[config.mk]
export PLATFORM = sky130hd
export DESIGN_NAME = simulador_reservatorios
export DESIGN_NICKNAME = d
export VERILOG_FILES = /design/src/rtl/simulador_reservatorios.sv
export SDC_FILE = /design/constraint.sdc
export NUM_CORES = 1
export LEC_CHECK = 0
export ABC_AREA = 1
export CORE_ASPECT_RATIO = 1.4
export CORE_MARGIN = 8
export CORE_UTILIZATION = 26
export DETAILED_ROUTE_END_ITERATION = 12
export GPL_ROUTABILITY_DRIVEN = 0
export PLACE_DENSITY = 0.54
export SYNTH_ARGS = -nofsm -noshare
export SYNTH_HDL_FRONTEND = slang
export SYNTH_SLANG_ARGS = --single-unit
[constraint.sdc]
create_clock -name clk -period 4.45 [get_ports clk]
set_input_delay 0.89 -clock clk [delete_from_list [all_inputs] [get_ports clk]]
set_output_delay 0.89 -clock clk [all_outputs]
set_load 0.1 [all_outputs]
[src/rtl/simulador_reservatorios.sv]
// simulador_reservatorios: behavioural plant model of a two-tank water system
// (lower cistern feeding an upper tank through a pump). Levels advance once
// per prescaled tick, saturate at 0 and NIVEL_MAX, and raise sticky
// dry-run / overflow flags. Outputs are active-low level sensors per tank.
//
// Build option: define SIM_CONSUMO_EN to let the consumo input drain the
// upper tank. Without it consumo is ignored and the upper tank never falls.
module simulador_reservatorios #(
  parameter int QUARTO        = 16,
  parameter int MARGEM        = 4,
  parameter int DIV_TICK      = 1000,
  parameter int VAZAO_ENTRADA = 3,
  parameter int VAZAO_BOMBA   = 2,
  parameter int CONSUMO       = 1,
  localparam int NIVEL_MAX    = 4 * QUARTO + MARGEM,
  localparam int W            = $clog2(NIVEL_MAX + 1)
) (
  input  logic         clk,
  input  logic         reset,
  input  logic         bomba,
  input  logic         valvula,
  input  logic         consumo,
  input  logic         carga,
  input  logic [W-1:0] nivel_inf_ini,
  input  logic [W-1:0] nivel_sup_ini,
  output logic [4:0]   sensores_inf,
  output logic [4:0]   sensores_sup,
  output logic [W-1:0] nivel_inf,
  output logic [W-1:0] nivel_sup,
  output logic         bomba_seco,
  output logic         transbordo
);

  // Two extra bits give headroom for inf+e and a sign for sup-c.
  localparam int SW = W + 2;
  localparam int CW = (DIV_TICK > 1) ? $clog2(DIV_TICK) : 1;

  localparam logic signed [SW-1:0] MAX_S = SW'(NIVEL_MAX);
  localparam logic signed [SW-1:0] VB_S  = SW'(VAZAO_BOMBA);
  localparam logic signed [SW-1:0] VE_S  = SW'(VAZAO_ENTRADA);
  localparam logic [W-1:0]         MAX_U = W'(NIVEL_MAX);

  logic [CW-1:0] cnt_q, cnt_d;
  logic [W-1:0]  inf_q, inf_d, sup_q, sup_d;
  logic          seco_q, seco_d, transb_q, transb_d;
  logic          tick;

  logic signed [SW-1:0] inf_s, sup_s, head_s, t_s, e_s, c_s, inf_raw, sup_raw;

`ifdef SIM_CONSUMO_EN
  localparam logic signed [SW-1:0] CO_S = SW'(CONSUMO);
`else
  logic unused_consumo;
  assign unused_consumo = consumo;
`endif

  assign tick = (cnt_q == CW'(DIV_TICK - 1));

  // Level update terms, all computed from pre-tick values.
  always_comb begin
    inf_s  = $signed({2'b00, inf_q});
    sup_s  = $signed({2'b00, sup_q});
    head_s = MAX_S - sup_s;
    t_s    = '0;
    if (bomba) begin
      t_s = VB_S;
      if (inf_s < t_s)  t_s = inf_s;
      if (head_s < t_s) t_s = head_s;
    end
    e_s = valvula ? VE_S : '0;
`ifdef SIM_CONSUMO_EN
    c_s = consumo ? CO_S : '0;
`else
    c_s = '0;
`endif
    inf_raw = inf_s - t_s + e_s;
    sup_raw = sup_s + t_s - c_s;
  end

  // Next-state selection: preset beats tick, tick beats hold.
  always_comb begin
    cnt_d    = cnt_q + CW'(1);
    inf_d    = inf_q;
    sup_d    = sup_q;
    seco_d   = seco_q;
    transb_d = transb_q;
    if (carga) begin
      cnt_d = '0;
      inf_d = (nivel_inf_ini > MAX_U) ? MAX_U : nivel_inf_ini;
      sup_d = (nivel_sup_ini > MAX_U) ? MAX_U : nivel_sup_ini;
    end else if (tick) begin
      cnt_d = '0;
      inf_d = (inf_raw > MAX_S) ? MAX_U : inf_raw[W-1:0];
      sup_d = (sup_raw < 0) ? '0 : sup_raw[W-1:0];
      if (inf_raw > MAX_S)        transb_d = 1'b1;
      if (bomba && (inf_q == '0)) seco_d   = 1'b1;
    end
  end

  // State registers with asynchronous active-high reset.
  always_ff @(posedge clk or posedge reset) begin
    if (reset) begin
      cnt_q    <= '0;
      inf_q    <= '0;
      sup_q    <= '0;
      seco_q   <= 1'b0;
      transb_q <= 1'b0;
    end else begin
      cnt_q    <= cnt_d;
      inf_q    <= inf_d;
      sup_q    <= sup_d;
      seco_q   <= seco_d;
      transb_q <= transb_d;
    end
  end

  function automatic logic [4:0] decode(input logic [W-1:0] l);
    decode[0] = ~(l >= W'(QUARTO));
    decode[1] = ~(l >= W'(2 * QUARTO));
    decode[2] = ~(l >= W'(3 * QUARTO));
    decode[3] = ~(l >= W'(4 * QUARTO));
    decode[4] = ~(l >= MAX_U);
  endfunction

  // Combinational sensor decode straight from the level registers.
  always_comb begin
    sensores_inf = decode(inf_q);
    sensores_sup = decode(sup_q);
  end

  assign nivel_inf  = inf_q;
  assign nivel_sup  = sup_q;
  assign bomba_seco = seco_q;
  assign transbordo = transb_q;

endmodule

==> results.toml, run 1 <==
[cts]
hold_buffers = 0
clkTransAtPathRegs_ps = 60
cts_root_buffer = "clkbuf_16"
cts_tree = "done"
cts_buffers = 3
htreeDepth = 1
clockBufferDepth = 2
clock_latency_ps = 260
cts_num_sinks = 26

[sta]
tightest_slew_ps = 1030
drv_slew = 0
relSlewSlack_pct = 31.6
max_freq_mhz = 229
finalWorstSetupSlack_ps = 76.1
timing.final.crit_share_pct = 98.3
rsz0062_at_grt = "yes"
timing.final.crit_period_ps = 4370
fin_skew_ps = 3.71
hold_viol = 0
setup_viol = 0

[final_layout]
fin_nets = 508
drive_above_1_share_pct = 24.2
diodes = 0
layout.cells.non_filler = 564
fillers = 968
area_delta_synth_final_pct = 48.0

[power]
power_density_nw_per_um2 = 541
p_leak_uw = 0.00181
vdd_drop_max_v = 0.000151
power.total_uw = 2030

[grt]
gr-total-overflow = 0
antenna_found_initial = 0
first_global_vias = 2655
grt_pass1_wl_um = 12300
grt_usage_pct = 11.2
grt_max_degree = 27

[routing]
drt-total-wl_um = 7320
drt-vias-per-instance = 4.67
dr.pass1.iters = 4
num_vias = 2635
drc = 0
wl_per_cell_um = 13.0
drt_iter0_markers = 107
drtAntennaViolNets = 0

[yosys]
ys_seq_area_share_pct = 25.6
synth-warning-count = 0
synth_top_cell_by_area = "dfrtp_1"
postSynthCellCount = 363
ys_top_cells_by_count = "nand2_1 (86), inv_1 (57), nor2_1 (35)"
ys_seq_elements = 26
netlist.area_leader.share_pct = 25.6
synthDistinctLibCells = 38
yosysMostFrequentCell = "nand2_1"
synthTopCellsByArea = "dfrtp_1 (26%), ha_1 (15%), nand2_1 (13%)"
postSynthAreaPerCell_sq_um = 7.00
ys.flop_type = "dfrtp_1"
synth_area_sq_um = 2540
synth_edf_count = 0
synthArstFlopShare_pct = 100

[placement]
port_buffers = 44
place_ws_ps = -263
dp.cells = 552
place_hpwl_um = 6000

[setup_path]
crit_fanout = 5
cp.arrival_ps = 4570
crit_type = "reg -> reg"
critical_path.endpoint_type = "register"
crit_path_start_kind = "register"
critPathRequiredTime_ps = 4640

[floorplanning]
core_area_sq_um = 9460
io_pins = 46
rows = 42
initial_core_util_pct = 26.9
die-area_sq_um = 13200
die_height_um = 133
die_w_um = 99.5

[hold_path]
hp-class = "reg -> reg"

[flow_run]
drv_cap = 0

[run_status]
outcome = "complete, no violations"
[flip-flops by register name (all words and copies together) (netlist names)]
name and cells:
cnt_q 10, nivel_inf 7, nivel_sup 7, bomba_seco 1, transbordo 1
[kinds of logic after synthesis]
kind of cell,synth area share [%]
AND/OR/NAND/NOR,31.6
buffers and inverters,10.0
AO/OA/AOI/OAI,13.1
adder cells (fa/ha/maj),17.1
flip-flops,25.6
XOR/XNOR,2.41
other,0.148
[power breakdown]
part           switching, uW  total, uW  internal [uW]  leakage [uW]
logic                    933       1520            586       0.00144
registers               29.1        293            264      0.000323
clock network           82.3        220            138     0.0000442
[layer usage]
metal	up-vias	wire length (um)	global-route usage, %
met1	1213	3150	12.7
met4	0	51	2.03
met2	42	3850	21.4
met3	7	262	1.73
li1	1373	-	-
met5	-	0	0
[final timing paths]
| check | start | to | slack [ps] | depth (start not counted) |
|---|---|---|---|---|
| max | nivel_sup[1] | nivel_inf[1] | 80 | 26 |
| min | cnt_q[0] | cnt_q[0] | 460 | 1 |
| max reg2reg | nivel_sup[1] | nivel_inf[1] | 80 | 26 |
| min reg2reg | cnt_q[0] | cnt_q[0] | 460 | 1 |
| max in group asynchronous | reset | nivel_sup[0] | 2530 | 2 |
| min in group asynchronous | reset | cnt_q[4] | 1180 | 2 |
[through the flow]
| stage | hold WS, ps | TNS [ps] | area (sq um) | utilization, % |
|---|---|---|---|---|
| finish | 463 | 0 | 3760 | 39.7 |
| global route | 491 | -1960 | 3760 | 39.7 |
| CTS | 471 | -138 | 3640 | 38.5 |
| detailed placement | 451 | -1910 | 3400 | 36.0 |
| global placement | 445 | -1510 | 3400 | 36.0 |
| floorplan | 431 | 0 | 2590 | - |
[repair_timing]
| item | CTS | global route |
|---|---|---|
| setup endpoints to repair | 8 | 9 |
| resized for setup | 25 | 17 |
| pin swaps | 22 | 8 |
| buffers inserted | 4 | 4 |
[placed cells by master (no fill, tap or decap), types with 5 or more instances in the layout]
master and instances:
a21oi_1 23, nand3_1 23, buf_4 43, dfrtp_1 21, a21oi_2 5, nor3_1 9, nand2_1 76, ha_4 5
ha_1 24, inv_1 52, nand2_2 10, clkdlybuf4s50_1 43, nor2_1 31, conb_1 5, o21ai_0 9, nand4_1 7
[cell type report]
cell class	instances	area [sq um]	share of cell area (%)
flip-flops and latches	26	664	17.7
clock buffers	4	88.8	2.36
multi-input cells	277	1870	49.8
inverters	61	243	6.46
well taps	110	138	3.66
repair buffers	86	753	20.0
[worst max-delay path, stage by stage, from the launching register on]
cell      delay (ps)
dfrtp_4          490
inv_4             70
ha_4             140
nand2_4           60
a21oi_4          200
nand2_4           90
xor2_4           170
ha_4             230
a211oi_2         230
nand3_2          110
ha_4             300
nor2_4            40
nand2_1          100
o21ai_4           80
fa_1             480
inv_1             60
fa_1             460
or2_1            260
nand3_1           90
nand3_1           70
nor2_1            90
nand2_1           50
nand2_1           60
nand2_2           80
nand2_4          100
nand2_2           60
a21oi_2          130
(Power assumes the default switching activity.)
==> inputs of run 2 (changes only) <==
Settings changed: REMOVE_ABC_BUFFERS set to 1.
==> run 2 against run 1 <==
- clock skew about the same
- first-iteration DRC count fell by 24%
- combinational power increased by 4%
- sequential share of layout area decreased by 0.71 points
- clock power fell by 10%
- critical path depth rose by 4
- die area did not move
- sequential power fell by 4%
- wire length is 4.2% higher
- hold slack improved by 1.3 ps
- final area grew 2.2%
- power rose by 1.6%
- largest power group unchanged
==> results.toml, run 2 (synthesis gave the netlist of run 1 again) <==
[final_layout]
final_common_cell = "nand2_1"
largest_reg_flops = 10
drive_above_1_share_pct = 26.2
final_util_pct = 40.6
area_delta_synth_final_pct = 51.3
top_register = "cnt_q"
most-common-layout-cells = "nand2_1 (78), buf_4 (55), inv_1 (52), clkdlybuf4s50_1 (43), nor2_1 (29)"
fin_nets = 521
diodes = 0

[floorplanning]
rows = 42
core_area_sq_um = 9460
initial_core_util_pct = 26.9
die_w_um = 99.5
die_height_um = 133
io_pins = 46
die-area_sq_um = 13200

[grt]
gr-total-overflow = 0
grt_max_degree = 27
first_global_vias = 2768
antenna_found_initial = 0
grt_usage_pct = 11.5
grt_pass1_wl_um = 12500

[routing]
wl_per_cell_um = 13.2
drt_iter0_markers = 81
num_vias = 2665
drt-total-wl_um = 7620
drt-vias-per-instance = 4.63
drtAntennaViolNets = 0
dr.pass1.iters = 5
drc = 0

[power]
swShare_pct = 51.2
combPwrFrac_pct = 76.8
p_leak_uw = 0.00188
power_density_nw_per_um2 = 537
switchingPower_uw = 1060
pwr-share-seq_pct = 13.7
power.total_uw = 2060
p_clk_share_pct = 9.6
intPower_uw = 1010
vdd_drop_max_v = 0.000144

[setup_path]
crit_fanout = 5
cp_slowest_cell = "fa_2"
crit_path_start_kind = "register"
crit_path_max_incr_delay_ps = 440
cp.arrival_ps = 4500
critical_path.endpoint_type = "register"
crit_type = "reg -> reg"
critPathRequiredTime_ps = 4640

[cts]
htreeDepth = 1
clock_latency_ps = 260
clkTransAtPathRegs_ps = 60
clockBufferDepth = 2
cts_num_sinks = 26
cts_buffers = 3
cts_tree = "done"
cts_root_buffer = "clkbuf_16"

[sta]
drv_slew = 0
setup_viol = 0
timing.final.crit_share_pct = 96.9
tightest_slew_ps = 1030
fin_skew_ps = 3.47
relSlewSlack_pct = 31.1
rsz0062_at_grt = "yes"
holdWs_ps = 465
hold_viol = 0
timing.final.crit_period_ps = 4310
max_freq_mhz = 232

[placement]
port_buffers = 44
place_hpwl_um = 6160

[flow_run]
drv_cap = 0

[hold_path]
hp-class = "reg -> reg"

[run_status]
outcome = "complete, no violations"
[run 2: cell types whose count changed in the layout (fill, tap and decap cells not counted), moves of 3 or more]
cell	change
nand2_2	-3
buf_4	+12
dfrtp_4	-3
inv_2	+3
dfrtp_1	+4
[run 2: timing repair]
item | 4_1_cts | 5_1_grt
gates resized for setup | 29 | 28
hold buffers | 0 | 0
setup endpoints to repair | 8 | 12
gates cloned | 0 | 0
pin swaps | 21 | 9
buffers inserted | 5 | 2
[run 2: power groups by stage]
| stage | Clock (uW) | Sequential, uW | Combinational (uW) |
|---|---|---|---|
| after floorplan | 0 | 470 | 752 |
| after global placement | 0 | 286 | 1410 |
| after detailed placement | 0 | 286 | 1420 |
| after CTS | 205 | 283 | 1500 |
| after global routing | 209 | 285 | 1750 |
| final | 197 | 282 | 1580 |
[run 2: worst paths after layout]
kind / startpoint / to / cells past startpoint / slack [ps]
max reg2reg: nivel_sup[1] / nivel_inf[5] / 30 / 140
min reg2reg: cnt_q[0] / cnt_q[0] / 1 / 460
min in group asynchronous: reset / transbordo / 2 / 1180
min: cnt_q[0] / cnt_q[0] / 1 / 460
max in group asynchronous: reset / nivel_sup[2] / 2 / 2570
max: nivel_sup[1] / nivel_inf[5] / 30 / 140
[run 2: critical path, delay by kind of cell (launching register included)]
family,cells,cell delay (ps)
AOI/OAI and AO/OA,4,530
xor gates and xnor gates,1,190
adders and majority gates,6,1440
buffers and inverters,5,400
DFF,1,390
and+or+nand+nor,14,1320
[run 2: per-stage QoR]
step	instances	area (sq um)	setup slack, ps	TNS [ps]
2_1_floorplan	364	2530	-857	-8200
3_3_place_gp	566	3470	-300	-2210
3_5_place_dp	566	3470	-361	-2650
4_1_cts	574	3690	0.645	0
5_1_grt	576	3840	-150	-872
6_report	576	3840	139	0
[run 2: layout make-up]
| cell class | count | area, sq um |
|---|---|---|
| sequential | 26 | 652 |
| timing repair buffer | 99 | 855 |
| clock buffer | 3 | 75.1 |
| multi-input combinational | 277 | 1890 |
| fill | 981 | 5620 |
| tap | 110 | 138 |
| inverter | 61 | 234 |
[run 2: routing by layer]
| layer | up-vias | track usage [%] | routed length, um |
|---|---|---|---|
| li1 | 1387 | - | - |
| met1 | 1236 | 12.2 | 3070 |
| met2 | 36 | 22.3 | 4230 |
| met3 | 6 | 1.78 | 243 |
| met4 | 0 | 2.87 | 69 |
| met5 | - | 0 | 0 |
